<file path="config.mk">
export PLATFORM = sky130hd
export DESIGN_NAME = uart_host_flat
export DESIGN_NICKNAME = d
export VERILOG_FILES = /design/src/rtl/uart_host_if.sv /design/src/rtl/uart_host.sv /design/src/flat_wrapper.sv
export SDC_FILE = /design/constraint.sdc
export NUM_CORES = 1
export LEC_CHECK = 0
export CORE_AREA = 5 5 161 163
export CTS_BUF_LIST = sky130_fd_sc_hd__clkbuf_8
export DETAILED_ROUTE_END_ITERATION = 16
export DIE_AREA = 0 0 166 168
export PLACE_DENSITY = 0.68
export REMOVE_ABC_BUFFERS = 1
export SLEW_MARGIN = 25
export SYNTH_ARGS = -nofsm -noshare
export SYNTH_HDL_FRONTEND = slang
export SYNTH_SLANG_ARGS = --single-unit
</file>
<file path="constraint.sdc">
create_clock -name inclk -period 3.35 [get_ports inclk]
set_input_delay 0.5025 -clock inclk [delete_from_list [all_inputs] [get_ports inclk]]
set_output_delay 0.5025 -clock inclk [all_outputs]
set_load 0.02 [all_outputs]
</file>
<file path="src/rtl/uart_host_if.sv">
// Handshake bundle between terminal logic (master) and the buffered uart client (slave).
// Carries both the host FIFO side and the uart strobe side.
interface uart_host_if #(
    parameter int AW = 4
);
    logic [7:0]  wr_data;
    logic        wr_en;
    logic        tx_full;
    logic [AW:0] tx_count;
    logic [7:0]  rd_data;
    logic        rd_en;
    logic        rx_empty;
    logic [AW:0] rx_count;
    logic        overrun;
    logic        ovr_clr;
    logic [7:0]  tx_data;
    logic        tx_data_set;
    logic        tx_data_clr;
    logic        tx_done;
    logic [7:0]  rx_data;
    logic        rx_done;
    logic        rx_data_clr;

    modport slave (
        input  wr_data, wr_en, rd_en, ovr_clr, tx_done, rx_data, rx_done,
        output tx_full, tx_count, rd_data, rx_empty, rx_count, overrun,
               tx_data, tx_data_set, tx_data_clr, rx_data_clr
    );

    modport master (
        output wr_data, wr_en, rd_en, ovr_clr, tx_done, rx_data, rx_done,
        input  tx_full, tx_count, rd_data, rx_empty, rx_count, overrun,
               tx_data, tx_data_set, tx_data_clr, rx_data_clr
    );
endinterface

</file>
<file path="src/rtl/uart_host.sv">
// Buffered uart client: TX FIFO feeding the uart load handshake, RX FIFO capturing
// completed characters with overrun detection.
//
// TX FSM states
//   state  | meaning
//   IDLE   | waiting for queued byte and uart tx_done
//   LOAD   | set/clr strobes out, TX FIFO head popped
//   SETTLE | uart still shows stale tx_done; ignore it
//   BUSY   | waiting for uart to report tx_done
module uart_host #(
    parameter int AW = 4
) (
    input  logic      inclk,
    input  logic      reset,
    uart_host_if.slave bus
);
    localparam int          DEPTH    = 1 << AW;
    localparam logic [AW:0] FULL_CNT = {1'b1, {AW{1'b0}}};

    typedef enum logic [1:0] {
        IDLE   = 2'd0,
        LOAD   = 2'd1,
        SETTLE = 2'd2,
        BUSY   = 2'd3
    } tx_state_e;

    tx_state_e   tx_state_q;
    logic [7:0]  tx_data_q;
    logic        tx_data_set_q;
    logic        tx_data_clr_q;

    logic [7:0]    tx_mem_q [DEPTH];
    logic [AW-1:0] tx_wptr_q, tx_rptr_q;
    logic [AW:0]   tx_cnt_q, tx_cnt_d;
    logic          tx_full, tx_empty, tx_push, tx_pop;

    logic [7:0]    rx_mem_q [DEPTH];
    logic [AW-1:0] rx_wptr_q, rx_rptr_q;
    logic [AW:0]   rx_cnt_q, rx_cnt_d;
    logic          rx_full, rx_empty, rx_push, rx_pop;
    logic          rx_done_q, rx_edge;
    logic          rx_data_clr_q;
    logic          ovr_q, ovr_d;

    // ---------------- TX FIFO ----------------
    assign tx_full  = (tx_cnt_q == FULL_CNT);
    assign tx_empty = (tx_cnt_q == '0);
    assign tx_pop   = (tx_state_q == LOAD) && !tx_empty;
    assign tx_push  = bus.wr_en && !tx_full;

    always_comb begin
        tx_cnt_d = tx_cnt_q + (AW+1)'(tx_push) - (AW+1)'(tx_pop);
    end

    always_ff @(posedge inclk) begin
        if (tx_push) begin
            tx_mem_q[tx_wptr_q] <= bus.wr_data;
        end
    end

    always_ff @(posedge inclk) begin
        if (reset) begin
            tx_wptr_q <= '0;
            tx_rptr_q <= '0;
            tx_cnt_q  <= '0;
        end else begin
            if (tx_push) tx_wptr_q <= tx_wptr_q + AW'(1);
            if (tx_pop)  tx_rptr_q <= tx_rptr_q + AW'(1);
            tx_cnt_q <= tx_cnt_d;
        end
    end

    // ---------------- TX FSM ----------------
    // Head is stable while IDLE (only LOAD pops), so it is latched on the way into LOAD.
    always_ff @(posedge inclk) begin
        if (reset) begin
            tx_state_q    <= IDLE;
            tx_data_q     <= '0;
            tx_data_set_q <= 1'b0;
            tx_data_clr_q <= 1'b0;
        end else begin
            tx_data_set_q <= 1'b0;
            tx_data_clr_q <= 1'b0;
            case (tx_state_q)
                IDLE: begin
                    if (!tx_empty && bus.tx_done) begin
                        tx_state_q    <= LOAD;
                        tx_data_set_q <= 1'b1;
                        tx_data_clr_q <= 1'b1;
                        tx_data_q     <= tx_mem_q[tx_rptr_q];
                    end
                end
                LOAD:    tx_state_q <= SETTLE;
                SETTLE:  tx_state_q <= BUSY;
                BUSY: begin
                    if (bus.tx_done) tx_state_q <= IDLE;
                end
                default: tx_state_q <= IDLE;
            endcase
        end
    end

    // ---------------- RX path ----------------
    assign rx_full  = (rx_cnt_q == FULL_CNT);
    assign rx_empty = (rx_cnt_q == '0);
    assign rx_edge  = bus.rx_done && !rx_done_q;
    assign rx_pop   = bus.rd_en && !rx_empty;
    // A same-cycle host pop frees the slot the new character needs.
    assign rx_push  = rx_edge && (!rx_full || rx_pop);

    always_comb begin
        rx_cnt_d = rx_cnt_q + (AW+1)'(rx_push) - (AW+1)'(rx_pop);
        ovr_d    = ovr_q;
        if (rx_edge && !rx_push) begin
            ovr_d = 1'b1;
        end else if (bus.ovr_clr) begin
            ovr_d = 1'b0;
        end
    end

    always_ff @(posedge inclk) begin
        if (rx_push) begin
            rx_mem_q[rx_wptr_q] <= bus.rx_data;
        end
    end

    always_ff @(posedge inclk) begin
        if (reset) begin
            rx_wptr_q     <= '0;
            rx_rptr_q     <= '0;
            rx_cnt_q      <= '0;
            rx_done_q     <= 1'b0;
            rx_data_clr_q <= 1'b0;
            ovr_q         <= 1'b0;
        end else begin
            if (rx_push) rx_wptr_q <= rx_wptr_q + AW'(1);
            if (rx_pop)  rx_rptr_q <= rx_rptr_q + AW'(1);
            rx_cnt_q      <= rx_cnt_d;
            rx_done_q     <= bus.rx_done;
            rx_data_clr_q <= rx_edge;
            ovr_q         <= ovr_d;
        end
    end

    // ---------------- outputs ----------------
    assign bus.tx_full     = tx_full;
    assign bus.tx_count    = tx_cnt_q;
    assign bus.tx_data     = tx_data_q;
    assign bus.tx_data_set = tx_data_set_q;
    assign bus.tx_data_clr = tx_data_clr_q;
    assign bus.rd_data     = rx_empty ? 8'h00 : rx_mem_q[rx_rptr_q];
    assign bus.rx_empty    = rx_empty;
    assign bus.rx_count    = rx_cnt_q;
    assign bus.overrun     = ovr_q;
    assign bus.rx_data_clr = rx_data_clr_q;
endmodule
</file>
<file path="src/flat_wrapper.sv">
// flat-port wrapper written by rule: the top's interface ports become plain ports
module uart_host_flat 
#(
    parameter int AW = 4
)
  (inclk, reset, bus_wr_data, bus_wr_en, bus_rd_en, bus_ovr_clr, bus_tx_done, bus_rx_data, bus_rx_done, bus_tx_full, bus_tx_count, bus_rd_data, bus_rx_empty, bus_rx_count, bus_overrun, bus_tx_data, bus_tx_data_set, bus_tx_data_clr, bus_rx_data_clr);
  uart_host_if #(.AW(AW)) bus_i ();
  input  logic inclk;
  input  logic reset;
  input wire logic [$bits(bus_i.wr_data)-1:0] bus_wr_data;
  input wire logic [$bits(bus_i.wr_en)-1:0] bus_wr_en;
  input wire logic [$bits(bus_i.rd_en)-1:0] bus_rd_en;
  input wire logic [$bits(bus_i.ovr_clr)-1:0] bus_ovr_clr;
  input wire logic [$bits(bus_i.tx_done)-1:0] bus_tx_done;
  input wire logic [$bits(bus_i.rx_data)-1:0] bus_rx_data;
  input wire logic [$bits(bus_i.rx_done)-1:0] bus_rx_done;
  output wire logic [$bits(bus_i.tx_full)-1:0] bus_tx_full;
  output wire logic [$bits(bus_i.tx_count)-1:0] bus_tx_count;
  output wire logic [$bits(bus_i.rd_data)-1:0] bus_rd_data;
  output wire logic [$bits(bus_i.rx_empty)-1:0] bus_rx_empty;
  output wire logic [$bits(bus_i.rx_count)-1:0] bus_rx_count;
  output wire logic [$bits(bus_i.overrun)-1:0] bus_overrun;
  output wire logic [$bits(bus_i.tx_data)-1:0] bus_tx_data;
  output wire logic [$bits(bus_i.tx_data_set)-1:0] bus_tx_data_set;
  output wire logic [$bits(bus_i.tx_data_clr)-1:0] bus_tx_data_clr;
  output wire logic [$bits(bus_i.rx_data_clr)-1:0] bus_rx_data_clr;
  assign bus_i.wr_data = bus_wr_data;
  assign bus_i.wr_en = bus_wr_en;
  assign bus_i.rd_en = bus_rd_en;
  assign bus_i.ovr_clr = bus_ovr_clr;
  assign bus_i.tx_done = bus_tx_done;
  assign bus_i.rx_data = bus_rx_data;
  assign bus_i.rx_done = bus_rx_done;
  assign bus_tx_full = bus_i.tx_full;
  assign bus_tx_count = bus_i.tx_count;
  assign bus_rd_data = bus_i.rd_data;
  assign bus_rx_empty = bus_i.rx_empty;
  assign bus_rx_count = bus_i.rx_count;
  assign bus_overrun = bus_i.overrun;
  assign bus_tx_data = bus_i.tx_data;
  assign bus_tx_data_set = bus_i.tx_data_set;
  assign bus_tx_data_clr = bus_i.tx_data_clr;
  assign bus_rx_data_clr = bus_i.rx_data_clr;
  uart_host #(.AW(AW)) u_core (.inclk(inclk), .reset(reset), .bus(bus_i));
endmodule
</file>
; Word level (Yosys, flattened, before mapping)
; Memory sizes are Yosys's and may differ from the RTL's. A register that Yosys moved wholly into a read port is not among the register bits.
; Cells that the tools add are included.
[word_totals]
reg_bits = 32
ramBits = 256
in_bits = 23
elab_cells = 63
n_memories = 2
[op_classes]
add_sub_neg = 8
eq_ne = 7
mux = 13
bitwise = 1
n_reduce_logical = 21
[mem_list]
columns = memory, words, width, read_ports, rd_clocked_by_memory_dff, write_ports, line
row1 = u_core.rx_mem_q, 16, 8, 1, 1, 1, uart_host.sv:37  ; logic [7:0] rx_mem_q [DEPTH];
row2 = u_core.tx_mem_q, 16, 8, 1, 1, 1, uart_host.sv:32  ; logic [7:0] tx_mem_q [DEPTH];
[ops]
columns = cell, count
row1 = "4-bit by 1-bit adder with 4-bit output, second input constant", 4
row2 = 5-bit by 1-bit adder with 5-bit output, 2
row3 = "5-bit equality test, second input constant", 2
row4 = 5-bit logical NOT, 2
row5 = 5-bit by 1-bit subtractor with 5-bit output, 2
row6 = 4-bit two-way mux, 2
row7 = 8-bit two-way mux, 1
row8 = 2-bit case mux with 4 select lines, 1
row9 = 1-bit logical AND, 7
row10 = 1-bit two-way mux, 7
row11 = 1-bit logical NOT, 6
row12 = "2-bit equality test, second input constant", 2
row13 = 2-bit two-way mux, 2
row14 = 2-bit AND reduction, 2
row15 = "2-bit by 1-bit equality test with 1-bit output, second input constant", 1
row16 = 2-bit logical NOT, 1
row17 = "2-bit by 1-bit != test with 1-bit output, second input constant", 1
row18 = "2-bit != test, second input constant", 1
row19 = 2-bit nonzero test, 1
row20 = 2-bit OR reduction, 1
row21 = 1-bit logical OR, 1
row22 = 1-bit inverter, 1

; Logic depth before layout (Yosys ltp)
[logic_depth]
depth_word = 8
ltp_mapped = 14

; Worst setup path after synthesis
; Ideal clock, no wire load.
[synth_path]
path_type = reg2reg
start = reg u_core.tx_cnt_q[3] (netlist: u_core.bus.tx_count[3])
end = reg u_core.tx_cnt_q[4] (netlist: u_core.bus.tx_count[4])
arrival_time_ps = 2863
required_time_ps = 3279
slack_ps = 416
path_stages_with_launch = 15
path_buffers = 1
period_less_slack_ps = 2934
path_cell_list = dfxtp_1 inv_1 ha_1 or4b_1 buf_6 nand2_1 inv_1 ha_1 inv_1 ha_1 fa_1 a21oi_1 nor2_1 or3_1 a21oi_1
[synth_rtl]
columns = element, line
row1 = from (decl), uart_host.sv:34  ; logic [AW:0] tx_cnt_q, tx_cnt_d;
row2 = from (signal assigned), uart_host.sv:69  ; tx_cnt_q <= tx_cnt_d;
row3 = 5-bit logical NOT, uart_host.sv:47  ; assign tx_empty = (tx_cnt_q == '0);
row4 = 1-bit logical NOT, uart_host.sv:48  ; assign tx_pop = (tx_state_q == LOAD) && !tx_empty;
row5 = 1-bit logical AND, uart_host.sv:48
row6 = named net u_core.tx_pop, uart_host.sv:35  ; logic tx_full, tx_empty, tx_push, tx_pop;
row7 = 5-bit by 1-bit subtractor with 5-bit output, uart_host.sv:52  ; tx_cnt_d = tx_cnt_q + (AW+1)'(tx_push) - (AW+1)'(tx_pop);
; The timed path passes the listed nets, and every way through them passes these cells.
; A chain may end at the register's enable or synchronous reset.

==> impl_metrics.json <==
{
  "crit_fanout": 32,
  "antenna_found_initial": 0,
  "synthCells": 676,
  "ant_nets": 0,
  "yosys.cell_types.count": 40,
  "required_ps": 2850,
  "reg2reg_depth": 13,
  "die_w_um": 166,
  "routedWlPerCell_um": 20.1,
  "cts_sinks": 300,
  "cts_tree": "done",
  "r2r-start": "u_core.bus.tx_count[3]",
  "cap_violations": 0,
  "cts-root-buf": "clkbuf_8",
  "areaGrowthSynthToFinish_pct": 15.9,
  "synth.avg_cell_area_um2": 17.9,
  "vias": 6169,
  "cpMaxStageDelayCell": "mux4_2",
  "grt_pass1_vias": 6560,
  "worstHoldEndpoint": "u_core.bus.tx_data[7]",
  "synth_top_area_share_pct": 63.5,
  "grt_pass1_wl_um": 36400,
  "core-area_mm2": 0.0242,
  "post-route-period-util_pct": 94.5,
  "arrival_ps": 2660,
  "drt_pass1_iterations": 6,
  "timing.rr.end": "u_core.bus.tx_count[4]",
  "outcome": "completed",
  "hold_path.class": "register to register",
  "final_hold_viol_count": 0,
  "timing.setup.tns_ps": 0,
  "setup_violations": 0,
  "fmax_mhz": 316,
  "path_cells": "buf_12 -> mux4_2 -> mux2i_1 -> o22ai_1 -> clkdlybuf4s50_1",
  "layout-drive-gt1-share_pct": 18.7,
  "yosysTopAreaCell": "edfxtp_1",
  "hold_buffers": 0,
  "gr-max-usage-layer": "met2",
  "placed_cells": 1059,
  "critPathMaxStageDelay_ps": 580,
  "gr-total-overflow": 0,
  "wl_um": 23000,
  "initial_core_util_pct": 50.1,
  "syn_area_mm2": 0.0121,
  "nets": 835,
  "grt_util_met3_pct": 3.47,
  "clock_path_buffers": 3,
  "min_period_ps": 3170,
  "viasPerCell": 5.41,
  "maxSlewHeadroom_pct": 41.8,
  "rsz0062_at_grt": "false",
  "gp_congestion": 0.735,
  "ys_ff_latch": 300,
  "cts_setup_buffers": 0,
  "grt_max_degree": 38,
  "endpoint_kind": "output port",
  "dp_hpwl_um": 14700,
  "synthTopCellsByArea": "edfxtp_1, mux4_2, dfxtp_1, mux4_1, ha_1",
  "worst_setup_path_start_kind": "register",
  "h-tree-depth": 2,
  "path_class": "register to output port",
  "yosysWarnings": 0,
  "fp.dieH_um": 168,
  "design_area_mm2": 0.0140,
  "grt_use_total_pct": 16.6,
  "drc": 0,
  "diodes": 0,
  "placed_cell_area_mm2": 0.0132,
  "clock_latency_ps": 570,
  "grt_util_met2_pct": 29.6,
  "ios": 55,
  "layout.cells.non_filler": 1141,
  "finClkSkew_ps": 40.8,
  "vdd_drop_max_v": 0.000545,
  "grtUsageMet1_pct": 20.7,
  "io_buffers": 54,
  "holdCritStartpoint": "u_core.bus.tx_data[7]",
  "worstMarginPinSlew_ps": 869,
  "min_path_cells": 1,
  "cellPowerDensity_mw_per_mm2": 674,
  "cts_buffers": 47,
  "r2r_slack_ps": 430,
  "rows": 57,
  "die_area_mm2": 0.0279,
  "yosysSeqAreaShare_pct": 70.8,
  "dr.first_iter.drc_count": 343,
  "clk_pin_slew_ps": 60,
  "leakage_uw": 0.00475,
  "maxSlewViolCount": 0
}
-- registers in the layout, summed over array words and instances, names as in the netlist, named ones only --
register and flops:
u_core.bus.rx_data_clr 1, u_core.rx_mem_q 128, u_core.rx_wptr_q 4, u_core.rx_rptr_q 4, u_core.bus.tx_count 5, u_core.bus.rx_count 5, u_core.tx_mem_q 128, u_core.bus.tx_data_set 1
u_core.rx_done_q 1, u_core.bus.tx_data 8, u_core.bus.overrun 1, u_core.tx_wptr_q 4, u_core.tx_state_q 2, u_core.tx_rptr_q 4
-- where the power goes --
part,switching (uW),internal [uW],leakage [uW]
clock,1350,1490,0.000495
combinational,1170,1070,0.00159
sequential,128,4250,0.00267
total,2640,6810,0.00475
-- per-stage QoR --
stage / utilization [%] / hold WS, ps / power [uW] / setup slack (ps)
after global placement: 54.4 / 461 / 6630 / 550
after detailed placement: 54.4 / 462 / 6710 / 427
after global routing: 58.0 / 497 / 9990 / 26.3
after CTS: 58.0 / 476 / 9570 / 58.2
final: 58.0 / 477 / 9450 / 183
after floorplan: - / 465 / 5880 / 299
-- metal layers --
layer,routed length [um],vias up
met5,0,-
met4,471,0
met3,1270,36
met2,11900,174
met1,9330,3115
li1,-,2844
-- worst max-delay path by stage --
stage | from | to
CTS | u_core.bus.rx_count[3] | bus_rd_data[3]
floorplan | u_core.bus.tx_count[3] | u_core.bus.tx_count[4]
global placement | u_core.bus.tx_count[3] | u_core.bus.tx_count[4]
detailed placement | u_core.bus.tx_count[3] | u_core.bus.tx_count[4]
global route | register | bus_rd_data[4]
finish | register | bus_rd_data[7]
-- cells in the mapped netlist, drive strengths merged --
master,count
and2,1
or3,1
nand2b,14
ha,26
inv,24
nand2,22
xnor2,6
xor2,11
dfxtp,44
o22ai,9
nor3b,2
or4b,2
nand4bb,1
nand3,12
nor3,10
a31oi,1
fa,2
mux2i,27
a21o,2
nor2b,10
nand4,2
nor2,59
mux4,64
a211oi,3
a21oi,17
edfxtp,256
and3,3
a211o,9
buf,19
clkbuf,14
o21ai,2
o21bai,1
-- cell families after synthesis --
group	count (synthesis)	share of synthesized area [%]
xor+xnor	17	1.23
simple gates	139	5.47
buf+inv	57	2.36
fa+ha+maj	28	3.02
flops	300	70.8
compound gates	44	2.55
mux	91	14.6
-- worst max-delay path, delay by kind of cell, from the launching register on --
kind | cells | cell delay, ps
flip-flops | 1 | 330
buffers and inverters | 2 | 800
AO/OA/AOI/OAI | 1 | 120
multiplexers | 2 | 820
-- cell usage in the layout, fill, tap and decap left out, types with 6 or more instances in the layout --
cell type	n
nor2b_1	10
mux4_1	14
nor3_1	10
clkdlybuf4s50_1	54
a21oi_1	17
nor2_1	59
clkbuf_8	48
a211o_1	9
dfxtp_1	42
ha_1	26
clkinv_1	12
edfxtp_1	256
buf_4	37
mux2i_1	27
nand2b_1	13
xor2_1	11
nand2_1	21
xnor2_1	6
mux4_2	50
nand3_1	12
o22ai_1	9
inv_1	38
-- timing repair --
action,4_1_cts,5_1_grt
endpoints found under the hold margin,0,0
resized for setup,0,3
endpoints found under the setup margin,0,8
-- final cells by class --
class	instances	area [um^2]
Multi-Input combinational cell	319	3260
Clock inverter	34	205
Fill cell	1834	10100
Tap cell	324	405
Inverter	24	90.1
Sequential cell	300	8570
Clock buffer	48	661
Timing Repair Buffer	92	838
Power figures use the tool's default switching activity.
